File: src/rtl/mod_div_pow2.sv
// mod_div_pow2: sequential modular divide-by-power-of-two.
// Computes oData = iData * 2^(-iShift) mod iMod (iMod odd) by repeated
// modular halving, with valid/ready handshakes on both sides.
// Optional build macro MOD_DIV_POW2_RADIX4_EN: two chained halvings per
// RUN cycle (divide by 4) while at least two steps remain.
module mod_div_pow2 #(
  parameter int BITWIDTH = 32,
  parameter int SHIFTW   = 6
) (
  input  logic                iClk,
  input  logic                iRstN,
  input  logic                iValid,
  output logic                oReady,
  input  logic [BITWIDTH-1:0] iData,
  input  logic [BITWIDTH-1:0] iMod,
  input  logic [SHIFTW-1:0]   iShift,
  output logic                oValid,
  input  logic                iReady,
  output logic [BITWIDTH-1:0] oData
);

  typedef enum logic [1:0] {
    IDLE,
    RUN,
    DONE
  } state_t;

  state_t              state_q, state_d;
  logic [BITWIDTH-1:0] data_q, data_d;
  logic [BITWIDTH-1:0] mod_q, mod_d;
  logic [SHIFTW-1:0]   count_q, count_d;

  // One modular halving: odd values get M added first so the sum is even;
  // the sum keeps its carry bit so the shift cannot lose the top bit.
  function automatic logic [BITWIDTH-1:0] halve(input logic [BITWIDTH-1:0] x,
                                                input logic [BITWIDTH-1:0] m);
    logic [BITWIDTH:0] sum;
    sum = {1'b0, x} + (x[0] ? {1'b0, m} : {(BITWIDTH+1){1'b0}});
    return sum[BITWIDTH:1];
  endfunction

  // State, operand, modulus and remaining-step registers.
  always_ff @(posedge iClk or negedge iRstN) begin
    if (!iRstN) begin
      state_q <= IDLE;
      data_q  <= '0;
      mod_q   <= '0;
      count_q <= '0;
    end else begin
      state_q <= state_d;
      data_q  <= data_d;
      mod_q   <= mod_d;
      count_q <= count_d;
    end
  end

  // Next-state, datapath update and handshake outputs.
  always_comb begin
    state_d = state_q;
    data_d  = data_q;
    mod_d   = mod_q;
    count_d = count_q;
    oReady  = 1'b0;
    oValid  = 1'b0;
    oData   = '0;
    case (state_q)
      IDLE: begin
        oReady = iRstN;
        if (iValid) begin
          data_d  = iData;
          mod_d   = iMod;
          count_d = iShift;
          state_d = (iShift != '0) ? RUN : DONE;
        end
      end
      RUN: begin
`ifdef MOD_DIV_POW2_RADIX4_EN
        if (count_q > SHIFTW'(1)) begin
          data_d  = halve(halve(data_q, mod_q), mod_q);
          count_d = count_q - SHIFTW'(2);
          if (count_q == SHIFTW'(2)) begin
            state_d = DONE;
          end
        end else begin
          data_d  = halve(data_q, mod_q);
          count_d = '0;
          state_d = DONE;
        end
`else
        data_d  = halve(data_q, mod_q);
        count_d = count_q - SHIFTW'(1);
        if (count_q <= SHIFTW'(1)) begin
          state_d = DONE;
        end
`endif
      end
      DONE: begin
        oValid = 1'b1;
        oData  = data_q;
        if (iReady) begin
          state_d = IDLE;
        end
      end
      default: begin
        state_d = IDLE;
      end
    endcase
  end

endmodule

File: config.mk
export PLATFORM = sky130hd
export DESIGN_NAME = mod_div_pow2
export DESIGN_NICKNAME = d
export VERILOG_FILES = /design/src/rtl/mod_div_pow2.sv
export SDC_FILE = /design/constraint.sdc
export NUM_CORES = 1
export LEC_CHECK = 0
export CORE_ASPECT_RATIO = 2
export CORE_MARGIN = 1.5
export CORE_UTILIZATION = 57
export DETAILED_ROUTE_END_ITERATION = 8
export PLACE_DENSITY_LB_ADDON = 0.05
export SYNTH_ARGS = -nofsm -noshare
export SYNTH_HDL_FRONTEND = slang
export SYNTH_SLANG_ARGS = --single-unit
File: constraint.sdc
create_clock -name iClk -period 3.7 [get_ports iClk]
set_input_delay 0.37 -clock iClk [delete_from_list [all_inputs] [get_ports iClk]]
set_output_delay 0.37 -clock iClk [all_outputs]
set_load 0.01 [all_outputs]
==> flow_summary.json <==
{
  "dr.pass1.iters": 5,
  "p_sw_mw": 3.031,
  "hold_viol": 0,
  "maxCapViolations": 0,
  "core_um2": 9012,
  "ys_top_cells_by_count": "159 x nand2_1, 72 x dfrtp_1, 68 x and2_1",
  "synthSimpleGateAreaFrac_pct": 27.64,
  "grt_use_total_pct": 33.05,
  "io_buffers": 107,
  "crit_fanout": 18,
  "crit_arrival_ns": 3.35,
  "htree_levels": 3,
  "synth_cells": 663,
  "final.period_utilization_pct": 83.59,
  "finalSetupViolations": 0,
  "total_power_mw": 6.376,
  "slowest_delay_ns": 0.56,
  "syn_area_per_cell_um2": 7.960,
  "antenna_cells": 0,
  "cpMostUsedCell": "nand2_1",
  "synth_area_leaders": "dfrtp_1 34%, nand2_1 11%, and2_1 8.1%",
  "cts_setup_buffers": 0,
  "cp-end-kind": "register",
  "pwr-share-seq_pct": 24.0,
  "first_iter_violations": 332,
  "drive_above_1_share_pct": 5.913,
  "yosys_warnings": 0,
  "insertion_delay_ns": 0.34,
  "cts_hold_buf": 0,
  "syn_nets": 771,
  "syn_to_final_growth_pct": 26.79,
  "cts.reportedPaths.clkPinSlew_ns": 0.06,
  "synth_mux_area_share_pct": 0.7587,
  "power_density_nw_per_um2": 952.9,
  "antenna_left": 0,
  "synthXorXnorAreaFrac_pct": 3.983,
  "synth_most_common_cell": "nand2_1",
  "grt_max_degree": 73,
  "die_w_um": 71.04,
  "status": "complete, no violations",
  "swShare_pct": 47.54,
  "worstPathCellList": "buf_4, and2_1, ha_1, nand2_1, o21ai_0, nand2_1, a31oi_1, a211oi_2, nand3b_1, a32oi_1",
  "worst_pin_slew_ns": 0.9254,
  "dp_hpwl_mm": 11.85,
  "wl_mm": 15.44,
  "grt_pass1_vias": 5492,
  "clock_sinks": 72,
  "cts_tree": "built",
  "synth_cell_types": 63,
  "synth_top_family_by_area": "simple AND/OR/NAND/NOR gates",
  "overflow": 0,
  "root_buffer": "clkbuf_16",
  "fin_tns_setup_ns": 0,
  "path_class": "reg2reg",
  "die_area_um2": 9880,
  "ys_seq_area_share_pct": 34.14,
  "fmax_ghz": 0.3233,
  "clkPwrFrac_pct": 12.7,
  "synthFlopType": "dfrtp_1",
  "antenna_found_initial": 0,
  "wire_per_inst_um": 17.90,
  "post_cts_resized": 0,
  "syn-cell-area_um2": 5278,
  "drc": 0,
  "start_kind": "register",
  "grt_first_pass_wirelength_mm": 25.91,
  "die_y_um": 139.1,
  "ys_ff_latch": 72,
  "critPathRequiredTime_ns": 3.95,
  "fin_crit_ns": 3.093,
  "yosysTopAreaCellShare_pct": 34.14,
  "vias": 5213,
  "synth_compound_area_share_pct": 22.00,
  "cts_buffer_depth": 2,
  "async_reset_ff_share_pct": 100.0,
  "skew_ns": 0.005361,
  "cts_buffers": 9,
  "synth-adder-area-share_pct": 8.203,
  "p_leak_nw": 3.110,
  "rsz0062_at_grt": "false",
  "initial_core_util_pct": 58.56,
  "gp_congestion": 0.9665,
  "core.rowCount": 49,
  "avgViaCountPerCell": 6.041,
  "synth_edf_count": 0,
  "cp_slowest_cell": "dfrtp_1",
  "fillers": 713,
  "slew_violations": 0,
  "synth.largest_area_cell": "dfrtp_1",
  "intPower_mw": 3.345,
  "num-nets-final": 865,
  "peakVddDrop_uv": 640.4,
  "hold_class": "in2async",
  "slew-limit-headroom_pct": 38.31,
  "p_comb_share_pct": 63.3,
  "io_pins": 108
}
-- worst max-delay path, delay by kind of cell, from the launching register on --
family | cells | cell delay [ns]
AOI/OAI and AO/OA | 4 | 1.17
and+or+nand+nor | 4 | 0.59
DFF | 1 | 0.56
adders and majority gates | 1 | 0.38
buffers and inverters | 1 | 0.29
-- state kept, by name, indices dropped and copies added (netlist names) --
name,count
count_q,6
data_q,32
mod_q,32
state_q,2
-- final timing paths --
path	from	to	slack, ns	cells after the start
setup / recovery	data_q[0]	data_q[31]	0.61	10
hold / removal	iRstN	count_q[4]	0.26	2
setup reg to reg	data_q[0]	data_q[31]	0.61	10
hold reg to reg	mod_q[22]	mod_q[22]	0.47	2
max in group asynchronous	iRstN	data_q[21]	2.83	2
min in group iClk	mod_q[22]	mod_q[22]	0.47	2
-- power groups by stage --
stage | logic [mW] | registers [mW] | clock network, mW
finish | 4.04 | 1.53 | 0.808
global route | 4.50 | 1.58 | 0.855
CTS | 4.03 | 1.52 | 0.817
detailed placement | 3.98 | 1.53 | 0
global placement | 3.89 | 1.52 | 0
floorplan | 2.96 | 1.39 | 0
-- logic make-up after synthesis --
family | Yosys count
multiplexers | 4
AO/OA/AOI/OAI | 172
flip-flops | 72
adder cells (fa/ha/maj) | 34
AND/OR/NAND/NOR | 312
XOR/XNOR | 24
buffers and inverters | 45
-- stage by stage --
step	cells	setup WS [ns]	hold slack (ns)	area (um^2)	util, %
finish	863	0.6073	0.2597	6691	74.25
detailed placement	848	0.7207	0.4576	6419	71.22
global placement	848	0.8090	0.4530	6419	71.22
CTS	863	0.6887	0.2987	6691	74.25
floorplan	663	1.257	0.07441	5278	-
global route	863	0.4144	0.3431	6691	74.25
-- cell type report --
| cell class | count | area (um^2) | share of cell area, % |
|---|---|---|---|
| multi-input cells | 546 | 3307 | 49.42 |
| flip-flops and latches | 72 | 1802 | 26.93 |
| repair buffers | 117 | 1141 | 17.05 |
| clock buffers | 10 | 239.0 | 3.571 |
| well taps | 102 | 127.6 | 1.907 |
| inverters | 11 | 41.29 | 0.6171 |
| clock inverters | 5 | 33.78 | 0.5049 |
-- per-layer routing --
layer	vias up	wire (um)	GRT usage (%)	part of all wire, %
li1	2489	-	-	-
met1	2482	5544	35.79	36
met2	175	8332	58.44	54
met3	67	690	5.669	4.5
met4	0	877	19.66	5.7
met5	-	0	0	0
-- placed cells by master (no fill, tap or decap), drive strengths merged, types with 2 or more instances in the layout --
master,instances
ha,33
clkdlybuf4s50,106
o21bai,2
buf,11
a31oi,5
nor2b,2
mux2i,4
a221o,4
o2111ai,2
clkinvlp,2
nand3,12
a21oi,47
nor2,32
clkbuf,10
nand4,4
or4,2
nand2b,5
nand2,159
clkinv,3
o41ai,2
o21a,6
a21o,14
xor2,12
a41oi,2
xnor2,12
a21boi,2
nor3,14
o31ai,3
o22ai,2
a211oi,8
o21ai,46
and2,69
nand3b,2
and3,7
dfrtp,72
a22oi,13
inv,11
a221oi,2
Note: power is estimated with default switching activity, not from simulation.
